==> config.mk <==
export PLATFORM = sky130hd
export DESIGN_NAME = if_stage
export DESIGN_NICKNAME = d
export VERILOG_FILES = /design/src/rtl/if_stage.sv
export SDC_FILE = /design/constraint.sdc
export NUM_CORES = 1
export LEC_CHECK = 0
export ABC_AREA = 1
export BUFFER_PORTS_ARGS = -buffer_cell sky130_fd_sc_hd__buf_2
export CAP_MARGIN = 20
export CORE_MARGIN = 2
export CORE_UTILIZATION = 60
export DETAILED_ROUTE_END_ITERATION = 12
export GPL_TIMING_DRIVEN = 0
export MAX_ROUTING_LAYER = met4
export PLACE_DENSITY = 0.86
export SLEW_MARGIN = 20
export SYNTH_ARGS = -nofsm -noshare
export SYNTH_HDL_FRONTEND = slang
export SYNTH_SLANG_ARGS = --single-unit
==> constraint.sdc <==
create_clock -name clk -period 4.9 [get_ports clk]
set_input_delay 0.49 -clock clk [delete_from_list [all_inputs] [get_ports clk]]
set_output_delay 0.49 -clock clk [all_outputs]
set_load 0.05 [all_outputs]
==> src/rtl/if_stage.sv <==
// MIPS instruction-fetch stage: fetch PC, per-cycle ROM request, one-entry
// stall buffer, delay-slot-aware branch redirect and the IF/ID register.
module if_stage #(
   parameter logic [31:0] RESET_PC = 32'h0000_0000
) (
   input  logic        clk,
   input  logic        rst,
   input  logic        stall_i,
   input  logic        branch_flag_i,
   input  logic [31:0] branch_target_address_i,
   output logic        rom_req_o,
   output logic [31:0] rom_addr_o,
   input  logic        rom_ack_i,
   input  logic [31:0] rom_data_i,
   output logic [31:0] id_pc_o,
   output logic [31:0] id_inst_o
);

   logic [31:0] r_fpc;
   logic        r_fb_valid;
   logic [31:0] r_fb_pc;
   logic [31:0] r_fb_inst;
   logic        r_redir_pend;
   logic [31:0] r_redir_tgt;

   logic        w_acc;
   logic        w_redir;
   logic [31:0] w_fpc_nxt;
   logic        w_fb_valid_nxt;
   logic [31:0] w_fb_pc_nxt;
   logic [31:0] w_fb_inst_nxt;
   logic        w_pend_nxt;
   logic [31:0] w_tgt_nxt;
   logic [31:0] w_id_pc_nxt;
   logic [31:0] w_id_inst_nxt;

   // A full buffer under stall has nowhere to put another word, so stop asking.
   assign rom_req_o  = !rst && (!r_fb_valid || !stall_i);
   assign rom_addr_o = r_fpc;
   assign w_acc      = rom_req_o && rom_ack_i;
   // IF/ID holds a bubble while a redirect is pending, so no branch can be live.
   assign w_redir    = branch_flag_i && !r_redir_pend;

   always_comb begin
      w_fpc_nxt      = r_fpc;
      w_fb_valid_nxt = r_fb_valid;
      w_fb_pc_nxt    = r_fb_pc;
      w_fb_inst_nxt  = r_fb_inst;
      w_pend_nxt     = r_redir_pend;
      w_tgt_nxt      = r_redir_tgt;
      w_id_pc_nxt    = id_pc_o;
      w_id_inst_nxt  = id_inst_o;

      if (w_acc) begin
         if (r_redir_pend) begin
            // The word just fetched is the delay slot; jump right after it.
            w_fpc_nxt  = r_redir_tgt;
            w_pend_nxt = 1'b0;
         end else begin
            w_fpc_nxt = r_fpc + 32'd4;
         end
      end

      if (stall_i) begin
         if (w_acc) begin
            w_fb_valid_nxt = 1'b1;
            w_fb_pc_nxt    = r_fpc;
            w_fb_inst_nxt  = rom_data_i;
         end
      end else if (w_redir) begin
         if (r_fb_valid) begin
            // Buffer holds the delay slot; anything fetched now is past it.
            w_id_pc_nxt    = r_fb_pc;
            w_id_inst_nxt  = r_fb_inst;
            w_fb_valid_nxt = 1'b0;
            w_fpc_nxt      = branch_target_address_i;
         end else if (w_acc) begin
            w_id_pc_nxt    = r_fpc;
            w_id_inst_nxt  = rom_data_i;
            w_fpc_nxt      = branch_target_address_i;
         end else begin
            w_id_pc_nxt    = 32'h0;
            w_id_inst_nxt  = 32'h0;
            w_pend_nxt     = 1'b1;
            w_tgt_nxt      = branch_target_address_i;
         end
      end else begin
         if (r_fb_valid) begin
            w_id_pc_nxt    = r_fb_pc;
            w_id_inst_nxt  = r_fb_inst;
            w_fb_valid_nxt = w_acc;
            if (w_acc) begin
               w_fb_pc_nxt   = r_fpc;
               w_fb_inst_nxt = rom_data_i;
            end
         end else if (w_acc) begin
            w_id_pc_nxt    = r_fpc;
            w_id_inst_nxt  = rom_data_i;
         end else begin
            w_id_pc_nxt    = 32'h0;
            w_id_inst_nxt  = 32'h0;
         end
      end
   end

   always_ff @(posedge clk) begin
      if (rst) begin
         r_fpc        <= RESET_PC;
         r_fb_valid   <= 1'b0;
         r_fb_pc      <= 32'h0;
         r_fb_inst    <= 32'h0;
         r_redir_pend <= 1'b0;
         r_redir_tgt  <= 32'h0;
         id_pc_o      <= 32'h0;
         id_inst_o    <= 32'h0;
      end else begin
         r_fpc        <= w_fpc_nxt;
         r_fb_valid   <= w_fb_valid_nxt;
         r_fb_pc      <= w_fb_pc_nxt;
         r_fb_inst    <= w_fb_inst_nxt;
         r_redir_pend <= w_pend_nxt;
         r_redir_tgt  <= w_tgt_nxt;
         id_pc_o      <= w_id_pc_nxt;
         id_inst_o    <= w_id_inst_nxt;
      end
   end

endmodule

==> impl.org, run 1 <==
** Status
- The flow ran to the end, and the final reports show no timing, DRC or antenna violations.

** Layout
- Post-layout util :: around three quarters
- Ratio of cells with drive above 1 in the final layout :: about a fifth
- Final layout net count :: between 1500 and 2000
- Number of antenna cells inserted :: 0
- Layout overhead on the synthesized area :: 18.5%
- Layout filler cell count :: 1255

** Place
- Placer's final routability congestion estimate :: between 1 and 1.5
- Placement Setup Slack :: ~2.5 ns
- Hpwl dp :: about 23000 um
- During placement, the flow inserted port buffers numbering about 160.

** Logic synthesis
- In this run the mean area of a mapped cell was around 7.0 um2.
- Post-Syn Instances :: about 1300
- The number of nets in the synthesized netlist is 1357.
- The netlist uses 34 different library cells.
- Sequential fraction of the synthesis area :: between 40% and 50%
- Yosys attributes the largest share of cell area to sky130_fd_sc_hd__dfxtp_1 (43%), sky130_fd_sc_hd__a21oi_1 (15%), sky130_fd_sc_hd__nand2_1 (9.4%).
- Number of enable-type register cells in the synthesized netlist :: 0
- Among all flip-flop cells after synthesis, the most frequent one is sky130_fd_sc_hd__dfxtp_1.
- Dominant cell type by area after synthesis :: sky130_fd_sc_hd__dfxtp_1
- Cell with the most instances after synthesis :: sky130_fd_sc_hd__a21oi_1
- Yosys printed 0 warnings.
- For this run, asynchronously set or reset flops after synthesis account for 0%.
- Register bit count reported by yosys :: just under 200
- Netlist area before placement :: around 9000 um2
- The commonest cells after synthesis are sky130_fd_sc_hd__a21oi_1 (266), sky130_fd_sc_hd__nand2_1 (225), sky130_fd_sc_hd__dfxtp_1 (194).
- Area share of the leading cell type in the synthesized netlist :: between 40% and 50%

** Timing
- RSZ-0062 raised after global routing :: false
- Sum of negative setup slack :: 0 ns
- Measured slew at the worst slew-check pin :: 0.836 ns
- Worst clock skew :: ~0.011 ns
- Fmax :: 391 MHz
- The clock period could shrink to approximately 2.6 ns.
- Slew Viols, Final :: 0
- Measured against its own limit, the worst slew margin works out to approximately 44%.
- Setup slack on the critical path of the routed design comes to around 2.3 ns.
- After layout, the worst path uses 52.2% of the clock period.
- Count of endpoints failing setup in the final report :: 0
- Final Hold Violating Endpoints :: 0

** Min path
- Counting instances, the worst hold path has a depth of 3.
- The startpoint identified for the worst hold timing path is rom_data_i[3].
- Worst Hold Path EP :: r_fb_inst[3]
- The path class of the tightest hold or removal check is in2reg.

** Setup path
- The worst setup path is launched from a flip-flop.
- Data arrival time of the worst path :: just under 3 ns
- Reg2Reg Launch Point :: rom_addr_o[2]
- Largest fanout on the critical path :: 9
- At the worst endpoint, the required time is 5.23 ns.
- The worst setup path is captured at a flip-flop.
- Reg2reg path depth :: 12
- The setup path with the least slack is of type reg2reg.
- In this run the register-to-register setup slack is around 2.3 ns.

** Clock tree
- Setup Buffers After CTS :: 0
- Cell at the root of the clock tree :: sky130_fd_sc_hd__clkbuf_16
- In this run, post-CTS hold repair placed 0 buffers.
- # H-tree levels :: 4
- Register clock-pin slew on the reported worst setup and hold paths :: 0.07 ns
- Counting along the longest clock path gives a buffer depth of 2.
- Clk sinks :: between 150 and 200
- TritonCTS built the clock tree.
- The clock reaches the later pin of the worst-skew pair after around 0.44 ns.
- Number of gates given a new drive strength after cts :: 0
- The number of clock buffers added by TritonCTS is 17.

** Global routing
- Global-route usage over all layers :: 40.8%
- Entering global routing, the biggest net connects 20 pins.
- Vias in the first global route :: roughly 9500
- The number of antenna violations at the first check in global routing is 0.
- For this run the aggregate overflow at the end of global routing stands at 0.
- Wire length of the first global-routing pass :: between 50000 and 60000 um

** Power
- For this design the static power due to leakage is roughly 4.3 nW.
- Dividing total power by cell area gives a power density of approximately 370 nW/um2.
- VDD sags by at most approximately 0.00030 V.
- Post-route total power :: between 3 and 4 mW

** Die
- Count of boundary I/O pins :: roughly 170
- Die outline area :: around 16000 um2
- Die Ht :: roughly 130 um
- Core region area :: roughly 15000 um2
- Once the floorplan was initialized, standard cells occupied about three fifths of the core.
- The die is roughly 130 um wide.
- The initialized floorplan defines 44 standard-cell rows.

** Detailed routing
- The routed design has 32300 um of wire.
- For this run, the detailed router's first-pass iteration total came to 6.
- The detail route stage leaves a number of antenna-violating nets equal to 0.
- The final route contains between 10000 and 15000 vias.
- Post-detailed-route wirelength per cell :: between 15 and 20 um
- First-iteration detailed-routing DRC count :: around 1200
- Vias per inst :: around 6.1
- For this run, design rule violations remaining after detail routing come to 0.

** Run
- Max-cap violations :: 0
metal layers:
metal | global-route usage (%) | part of all wire (%)
met1 | 54.4 | 41
met2 | 60.3 | 44
met3 | 9.78 | 11
met4 | 15.3 | 3.6
met5 | - | 0
where the power goes:
part           switching, mW  internal, mW  total, mW
Sequential            0.0901          1.67       1.76
Combinational          0.540         0.192      0.732
Clock                  0.693         0.785       1.48
cell type report:
cell class                 instances  area [um2]  area share (%)
buffer                            99         447            4.18
clock buffer                      18         429            4.02
clock inverter                    14         188            1.76
inverter                          69         259            2.42
multi-input combinational        925        4430            41.4
sequential                       194        3880            36.3
tap                              184         230            2.15
timing repair buffer             164         821            7.68
critical path, stage by stage, from the launching register on:
cell and delay (ns):
sky130_fd_sc_hd__dfxtp_1 0.54, sky130_fd_sc_hd__ha_1 0.42, sky130_fd_sc_hd__nand2_1 0.15, sky130_fd_sc_hd__nor2_2 0.39, sky130_fd_sc_hd__nand2_1 0.24, sky130_fd_sc_hd__nor2_2 0.25, sky130_fd_sc_hd__nand2_1 0.08, sky130_fd_sc_hd__nand2_1 0.06
sky130_fd_sc_hd__nand3_1 0.07, sky130_fd_sc_hd__nand2_1 0.09, sky130_fd_sc_hd__nand2_1 0.06, sky130_fd_sc_hd__nand2_1 0.06, sky130_fd_sc_hd__a21oi_1 0.05
metrics by stage:
step,cells,area (um2),hold slack (ns)
3_5_place_dp,1635,10100,0.444
5_1_grt,1667,10700,0.296
6_report,1667,10700,0.284
3_3_place_gp,1635,10100,0.441
4_1_cts,1667,10700,0.282
2_1_floorplan,1287,9020,0.425
how the worst max path moves through the flow:
stage                              from        end  slack (ns)  depth (start not counted)
after floorplan                     rst  rom_req_o        2.76                          3
after global placement              rst  rom_req_o        2.52                          5
after detailed placement            rst  rom_req_o        2.52                          5
after CTS                 rom_addr_o[2]  flip-flop        2.50                         12
after global routing      rom_addr_o[2]  flip-flop        2.28                         12
final                     rom_addr_o[2]  flip-flop        2.34                         12
layout by cell type (no fill, tap or decap), drive strengths merged, types with 3 or more instances in the layout:
cell	n
nand2	230
a21oi	266
nand3	109
clkinv	4
nor3	3
dfxtp	194
or2	12
a211oi	16
buf	208
a31oi	5
nor2	106
o211ai	4
clkbuf	73
inv	77
o21ai	163
cells by family (layout without fill, tap and decap cells):
family	Yosys count	in the layout	synth area share, %
adders and majority gates	1	1	0.139
AOI/OAI and AO/OA	462	462	27.0
buffers and inverters	168	364	7.82
and+or+nand+nor	462	462	22.0
DFF	194	194	43.1
(Power assumes the default switching activity.)
==> inputs of run 2 (changes only) <==
ABC_AREA = 0   (was 1)
CORE_UTILIZATION = 50   (was 60)
PLACE_DENSITY = 0.77   (was 0.86)
clock period = 2.3 ns   (was 4.9 ns; I/O delays follow)
==> run 2 against run 1 <==
Compared with the run above:
- register-to-register slack got worse by 2.3 ns
- design area fell by 2.1%
- sequential share of layout area up 0.80 points
- die area increased by 16%
- combinational power increased by 99%
- critical path type unchanged
==> impl.org, run 2 <==
** Status
- Run status :: complete, no violations

** Timing
- The final hold violation count came to 0 (unchanged).
- The max-slew violation count came to 0 (unchanged).
- Tightest slew margin relative to the limit :: 44.9% (+0.63 points)
- Count of endpoints failing setup in the final report :: 0 (unchanged)
- The shortest period the worst path allows came to 2.23 ns (-0.327 ns).
- Setup repair after global routing left no endpoint under its margin.
- Sum of negative setup slack :: 0 ns (unchanged)
- Worst clock skew :: 0.0126 ns (+0.00181 ns)
- The highest clock frequency the design can meet was 448 MHz (+15%).
- The period utilization is 97.0% (+45 points).
- The slew of the pin with the lowest slew margin came to 0.823 ns (-0.0125 ns).
- The worst setup slack after layout was 0.0681 ns (-2.27 ns).

** Global routing
- The pin count of the biggest net entering global routing is 17 (-15%).
- Number of antenna violations at the first check in global routing :: 0 (unchanged)
- The global-route usage over all layers came to 30.4% (-10 points).
- The via count of the first global-routing pass came to 8182 (-13%).
- The global-route wire length before repair was 42700 um (-15%).
- The residual overflow from global routing was 0 (unchanged).

** Layout
- Leaving out fill and tap cells, the most frequent cells in the layout are sky130_fd_sc_hd__nand2_1 (240), sky130_fd_sc_hd__buf_2 (202), sky130_fd_sc_hd__dfxtp_1 (192).
- The number of antenna repair diodes is 0 (unchanged).
- Layout overhead on the synthesized area :: 19.8%
- The fraction of final layout cells sized beyond drive strength 1 is 20.4% (+1.8 points).
- The multi-input gate area in the final layout is 4370 um2 (-1.3%).
- The layout net count was 1329 (-14%).
- The count of placed standard cells in the final layout, fillers left out was 1497 (-10%).
- Total area of sequential cells :: 3890 um2 (about the same)
- Layout filler cell count :: 1578 (+26%)
- Leading cell type in the layout, fill and taps excluded :: sky130_fd_sc_hd__nand2_1

** Place
- The HPWL after detailed placement was 19800 um (-13%).
- The number of buffer cells added on primary ports is 163 (-0.61%).
- Placement Setup Slack :: -0.115 ns (-2.63 ns)
- Placed instance count :: 1465 (-10%)
- Placer's final routability congestion estimate :: 1.02 (-0.56%)

** Clock tree
- The hold buffer count at CTS was 0 (unchanged).
- TritonCTS built the clock tree.
- Clk sinks :: 194 (unchanged)
- Setup Buffers After CTS :: 0 (unchanged)
- Total CTS buffers :: 17 (unchanged)
- Worst-case clock buffer depth :: 2 (unchanged)
- Register clock-pin slew on the reported worst setup and hold paths :: 0.07 ns (about the same)
- Clock latency at the later pin of the worst-skew pair :: 0.44 ns (about the same)
- The depth of the CTS H-tree came to 4 (unchanged).
- Clock tree synthesis selected as its root buffer the cell sky130_fd_sc_hd__clkbuf_16.

** Logic synthesis
- The post-synthesis instance area came to 8730 um2 (-3.2%).
- The fraction of the yosys area taken by sequential cells was 44.5% (+1.4 points).
- Netlist cell types :: 69 (+100%)
- By count the netlist is led by sky130_fd_sc_hd__nand2_1 (241), sky130_fd_sc_hd__dfxtp_1 (194), sky130_fd_sc_hd__a21oi_1 (114).
- Net count after synthesis :: 1147 (-15%)
- The post-synthesis average cell area is 8.11 um2 (+16%).
- The top-area cell type share of the netlist area came to 44.5% (+1.4 points).
- By instance count, the leading cell after synthesis is sky130_fd_sc_hd__nand2_1.
- In the post-synthesis netlist, the biggest area contributors are sky130_fd_sc_hd__dfxtp_1 (44%), sky130_fd_sc_hd__nand2_1 (10%), sky130_fd_sc_hd__a221oi_1 (7.2%).
- Number of enable-type register cells in the synthesized netlist :: 0 (unchanged)
- Dominant cell type by area after synthesis :: sky130_fd_sc_hd__dfxtp_1
- In the synthesized netlist the dominant register cell turns out to be sky130_fd_sc_hd__dfxtp_1.
- Number of warning messages in the yosys log :: 0 (unchanged)
- Post-Syn Instances :: 1077 (-16%)
- The post-synthesis register bit count came to 194 (unchanged).
- Proportion of register bits with asynchronous set or reset after synthesis :: 0% (unchanged)

** Min path
- In this run the worst hold path is classified as in2reg.

** Setup path
- Sequence of cells on the critical path :: buf_4 -> nor2_1 -> nand2_1 -> clkbuf_1 -> nand2_1 -> a21oi_1
- Critical path type :: reg2reg
- Critical Path RT :: 2.59 ns (-2.64 ns)
- Total buffers and inverters traversed by the critical path :: 2 (+2)
- Among cell families on the critical path, the largest total delay comes from simple AND/OR/NAND/NOR gates.
- The delay of the slowest critical-path stage is 0.65 ns (+0.11 ns).
- The most numerous cell type found on the critical path is sky130_fd_sc_hd__nand2_1.
- Data arrival time of the worst path :: 2.52 ns (-0.37 ns)
- The worst setup path is launched from a flip-flop.
- The maximum fanout along the worst path came to 10 (+1).
- Category of the worst setup path capture point :: flip-flop
- On the critical path, the stage with the largest delay is an instance of sky130_fd_sc_hd__nor2_1.

** Die
- Die Ht :: 136 um (+7.5%)
- Core region area :: 17200 um2 (+18%)
- Overall die width :: 136 um (+7.5%)
- Number of core rows :: 48 (+9.1%)
- Die outline area :: 18500 um2 (+16%)
- The effective utilization at floorplan came to 50.8% (-11 points).
- Count of boundary I/O pins :: 166 (unchanged)

** Power
- Worst IR Drop VDD :: 0.000532 V (+76%)
- The power share of the combinational group was 17.7% (-0.7 points).
- Pwr dens :: 786 nW/um2 (+110%)
- The overall power consumption was 8.23 mW (+110%).
- Total internal power :: 5.69 mW (+110%)
- Switching power share of the total :: 30.8% (-2.5 points)
- Leakage power :: 4.08 nW (-5.8%)
- The sequential share of power is 44.9% (+0.5 points).
- The net switching power came to 2.54 mW (+92%).
- The share of power burned in the clock network was 37.4% (+0.2 points).

** Detailed routing
- The via-per-instance ratio came to 6.03 (-1.2%).
- The first-pass iteration count of the detailed router was 6 (unchanged).
- DRC violation count after routing :: 0 (unchanged)
- The aggregate routed wire length came to 27900 um (-14%).
- Antenna-violating nets left :: 0 (unchanged)
- First-iteration detailed-routing DRC count :: 991 (-14%)
- The number of vias in the routed layout was 9026 (-11%).
- Post-detailed-route wirelength per cell :: 18.6 um (-3.9%)

** Run
- The number of maximum-capacitance constraint violations was 0 (unchanged).
[run 2: kinds of logic (layout without fill, tap and decap cells)]
kind of cell	after synthesis	in the layout	synth area share (%)
AO/OA/AOI/OAI	280	280	21.9
XOR/XNOR	1	1	0.100
adder cells (fa/ha/maj)	1	1	0.143
buffers and inverters	116	311	5.80
flip-flops	194	194	44.5
multiplexers	11	11	1.33
AND/OR/NAND/NOR	474	474	26.3
[run 2: power groups by stage]
stage / registers [mW] / clock network (mW) / logic [mW]
global route: 3.71 / 3.22 / 1.55
floorplan: 4.12 / 0 / 0.611
detailed placement: 3.76 / 0 / 1.43
finish: 3.70 / 3.08 / 1.46
CTS: 3.69 / 3.07 / 1.43
global placement: 3.76 / 0 / 1.41
[run 2: area by class of cell]
cell class | instances | share of cell area (%)
Multi-Input combinational cell | 767 | 41.8
Buffer | 106 | 4.50
Tap cell | 225 | 2.69
Sequential cell | 194 | 37.1
Timing Repair Buffer | 163 | 7.80
Inverter | 10 | 0.359
Clock inverter | 11 | 1.42
Clock buffer | 21 | 4.31
[run 2: what timing repair did]
item,in CTS,in global routing
gates resized for setup,3,6
gates cloned,0,0
setup endpoints to repair,2,52
pin swaps,0,2
[run 2: path summary, 6_finish.rpt]
kind	startpoint	end	slack, ns	cells past startpoint
setup / recovery	r_fb_valid	r_redir_tgt[30]	0.07	6
hold / removal	branch_target_address_i[10]	r_redir_tgt[10]	0.03	3
setup reg to reg	r_fb_valid	r_redir_tgt[30]	0.07	6
hold reg to reg	r_redir_tgt[1]	r_redir_tgt[1]	0.46	2
[run 2: tightest hold or removal path, stage by stage]
cell and delay (ns):
sky130_fd_sc_hd__buf_2 0.10, sky130_fd_sc_hd__nand2_1 0.05, sky130_fd_sc_hd__a21oi_1 0.05
[run 2: stage by stage]
step	hold WS [ns]	util (%)	instance area [um2]
global route	0.0320	60.9	10500
floorplan	0.366	-	8730
global placement	0.441	57.2	9830
finish	0.0319	60.9	10500
CTS	0.0325	60.8	10400
detailed placement	0.445	57.2	9830
[run 2: metal layers]
layer | up-vias | GRT usage [%] | routed length (um)
met5 | - | - | 0
li1 | 4240 | - | -
met4 | 0 | 10.9 | 830
met3 | 73 | 5.85 | 2860
met1 | 4197 | 40.5 | 11900
met2 | 516 | 45.9 | 12300
==> inputs of run 3 (changes only) <==
CTS_CLUSTER_DIAMETER = 30   (was default)
SETUP_SLACK_MARGIN = 0.5   (was default)
==> run 3 against run 2 <==
Compared with the run above:
- design area increased by 7.7%
- highest routed layer unchanged
- hold slack improved by 0.0039 ns
- first-iteration DRC count decreased by 6.9%
- critical path type unchanged
- routed wire length increased by 4.8%
- core utilization increased by 4.7 points
- worst setup slack improved by 0.38 ns
- cell count increased by 2.6%
==> impl.org, run 3 (same netlist as run 2, synthesis figures left out) <==
** Clock tree
- The source-to-sink clock delay at the later pin of the worst-skew pair is 0.43 ns (about the same).
- # H-tree levels :: 4 (unchanged)
- The clock sink total came to 194 (unchanged).
- The maximum count of clock buffers along a single path came to 2 (unchanged).
- The clock buffer count from CTS came to 17 (unchanged).
- The clock-pin slew on the worst setup and hold paths was 0.07 ns (about the same).
- Cell at the root of the clock tree :: sky130_fd_sc_hd__clkbuf_16
- CTS tree :: yes

** Power
- The maximum vdd drop came to 0.000552 V (+3.7%).
- The power share of the combinational group was 19.2% (+1.5 points).
- The share of power burned in the clock network was 36.9% (-0.5 points).
- The design internal power came to 5.85 mW (+2.7%).
- Leakage power :: 4.47 nW (+9.5%)
- The total power density per cell area came to 748 nW/um2 (-4.9%).
- The overall power consumption is 8.43 mW (+2.4%).
- The share of total power consumed by net switching came to 30.6% (-0.21 points).
- Switching power :: 2.58 mW (+1.7%)
- The sequential share of power is 43.9% (-1.0 points).

** Global routing
- Wire length of the first global-routing pass :: 44900 um (+5.1%)
- Global-route usage over all layers :: 31.9% (+1.5 points)
- The residual overflow from global routing came to 0 (unchanged).
- The number of antenna violations at the first check in global routing is 0 (unchanged).
- The via count of the first global-routing pass was 8457 (+3.4%).
- Pin count of the biggest net entering global routing :: 17 (unchanged)

** Detailed routing
- The routed length per placed instance was 19.0 um (+2.2%).
- The count of nets left with antenna violations after detail routing is 0 (unchanged).
- The number of DRC violations after detailed routing is 0 (unchanged).
- Detailed Routing Iterations Pass 1 :: 7 (+1)
- The initial DRC count came to 923 (-6.9%).
- The via-per-instance ratio was 6.06 (+0.55%).
- The number of vias in the routed layout was 9312 (+3.2%).
- Total routed wirelength :: 29200 um (+4.8%)

** Run
- Max-cap violations :: 0 (unchanged)

** Setup path
- The required arrival time at the worst endpoint is 2.61 ns (+0.02 ns).
- The maximum fanout along the worst path is 10 (unchanged).
- The critical path starts at r_redir_pend.
- Nature of the critical path startpoint :: flip-flop
- The signal arrival time at the worst endpoint came to 2.16 ns (-0.36 ns).
- Critical path type :: reg2reg
- Category of the worst setup path capture point :: flip-flop
- The worst register-to-register path begins at r_redir_pend.

** Timing
- The period utilization is 80.6% (-16 points).
- The final hold violation count came to 0 (unchanged).
- Sum of negative setup slack :: 0 ns (unchanged)
- The max-slew violation count is 0 (unchanged).
- Measured slew at the worst slew-check pin :: 0.684 ns (-0.139 ns)
- Final Hold Slack :: 0.0358 ns (+0.00388 ns)
- Smallest setup slack after layout :: 0.445 ns (+0.377 ns)
- Count of endpoints failing setup in the final report :: 0 (unchanged)
- Fmax :: 539 MHz (+20%)
- The headroom to the max-slew limit is 54.4% (+9.5 points).
- The setup skew after layout came to 0.0124 ns (-0.000215 ns).
- The shortest period the worst path allows is 1.85 ns (-0.377 ns).
- Setup repair after global routing could not meet its margin everywhere.

** Die
- Number of core rows :: 48 (unchanged)
- Die Ht :: 136 um (unchanged)
- Initial cell density of the core :: 50.8% (unchanged)
- Core region area :: 17200 um2 (unchanged)
- The horizontal die dimension is 136 um (unchanged).
- Die outline area :: 18500 um2 (unchanged)
- The top-level port count is 166 (unchanged).

** Min path
- Class of the worst hold path :: in2reg
- The worst hold path begins at branch_target_address_i[10].

** Place
- Hpwl dp :: 19900 um (+0.53%)
- The number of buffer cells added on primary ports is 163 (unchanged).
- The number of placed instances with taps included came to 1465 (unchanged).
- Cell area after placement :: 9910 um2 (+0.85%)
- Placer's final routability congestion estimate :: 0.974 (-4.8%)
- Placement Setup Slack :: -0.0195 ns (+0.0952 ns)

** Layout
- The area of all placed cells without fillers came to 11300 um2 (+7.7%).
- The fraction of final layout cells sized beyond drive strength 1 is 28.0% (+7.6 points).
- The number of antenna repair diodes is 0 (unchanged).
- Count of placed standard cells in the final layout, fillers left out :: 1536 (+2.6%)
- The core utilization of the finished layout came to 65.6% (+4.7 points).
- Relative to the synthesized area, the layout overhead comes to 29.0%.
- The layout net count was 1369 (+3.0%).
- Most frequent cells in the layout :: sky130_fd_sc_hd__nand2_1 (237), sky130_fd_sc_hd__buf_2 (174), sky130_fd_sc_hd__dfxtp_1 (169)
- Leading cell type in the layout, fill and taps excluded :: sky130_fd_sc_hd__nand2_1

** Status
- The run finished with clean final reports.
## run 3: cell count changes in the layout (fill, tap and decap cells not counted), moves of 4 or more
cell / delta
sky130_fd_sc_hd__buf_8: +6
sky130_fd_sc_hd__buf_2: -28
sky130_fd_sc_hd__o2111ai_1: -4
sky130_fd_sc_hd__clkbuf_2: +16
sky130_fd_sc_hd__dfxtp_4: +12
sky130_fd_sc_hd__buf_6: +16
sky130_fd_sc_hd__clkbuf_1: -20
sky130_fd_sc_hd__nand3_2: +4
sky130_fd_sc_hd__dfxtp_2: +11
sky130_fd_sc_hd__dfxtp_1: -23
sky130_fd_sc_hd__buf_4: +44
sky130_fd_sc_hd__nand3_1: -4
## run 3: layout make-up
cell class	instances	area (um2)
multi-input combinational	768	4570
inverter	10	37.5
timing repair buffer	202	1150
buffer	106	662
clock buffer	22	507
tap	225	282
clock inverter	9	111
fill	1469	5910
sequential	194	3950
## run 3: critical path, stage by stage (launching register included)
cell and delay, ns:
sky130_fd_sc_hd__dfxtp_1 0.31, sky130_fd_sc_hd__buf_6 0.13, sky130_fd_sc_hd__or3b_1 0.36, sky130_fd_sc_hd__buf_6 0.15
sky130_fd_sc_hd__buf_6 0.15, sky130_fd_sc_hd__o2111ai_4 0.20, sky130_fd_sc_hd__o32ai_1 0.12, sky130_fd_sc_hd__a221o_1 0.31
## run 3: timing repair
item / in CTS / in global routing
setup endpoints to repair: 159 / 137
pin swaps: 15 / 13
gates cloned: 2 / 0
hold buffers: 0 / 0
resized for setup: 80 / 57
buffers inserted: 31 / 7
## run 3: per-layer routing
layer / track usage [%] / vias up / share of wire (%)
li1: - / 4321 / -
met5: - / - / 0
met3: 5.67 / 107 / 10
met1: 42.7 / 4333 / 42
met2: 48.0 / 551 / 44
met4: 12.2 / 0 / 3.3
## run 3: path summary, 6_finish.rpt
kind / to / slack (ns) / cells after the start
worst max-delay path: flip-flop / 0.45 / 7
worst min register to register: r_redir_tgt[3] / 0.46 / 2
worst max register to register: flip-flop / 0.45 / 7
worst min-delay path: r_redir_tgt[10] / 0.04 / 3
## run 3: power groups by stage
stage	clock (mW)	sequential, mW	combinational, mW
final	3.11	3.70	1.62
after floorplan	0	4.13	0.617
after global routing	3.24	3.72	1.71
after global placement	0	3.77	1.42
after detailed placement	0	3.77	1.43
after CTS	3.12	3.69	1.55
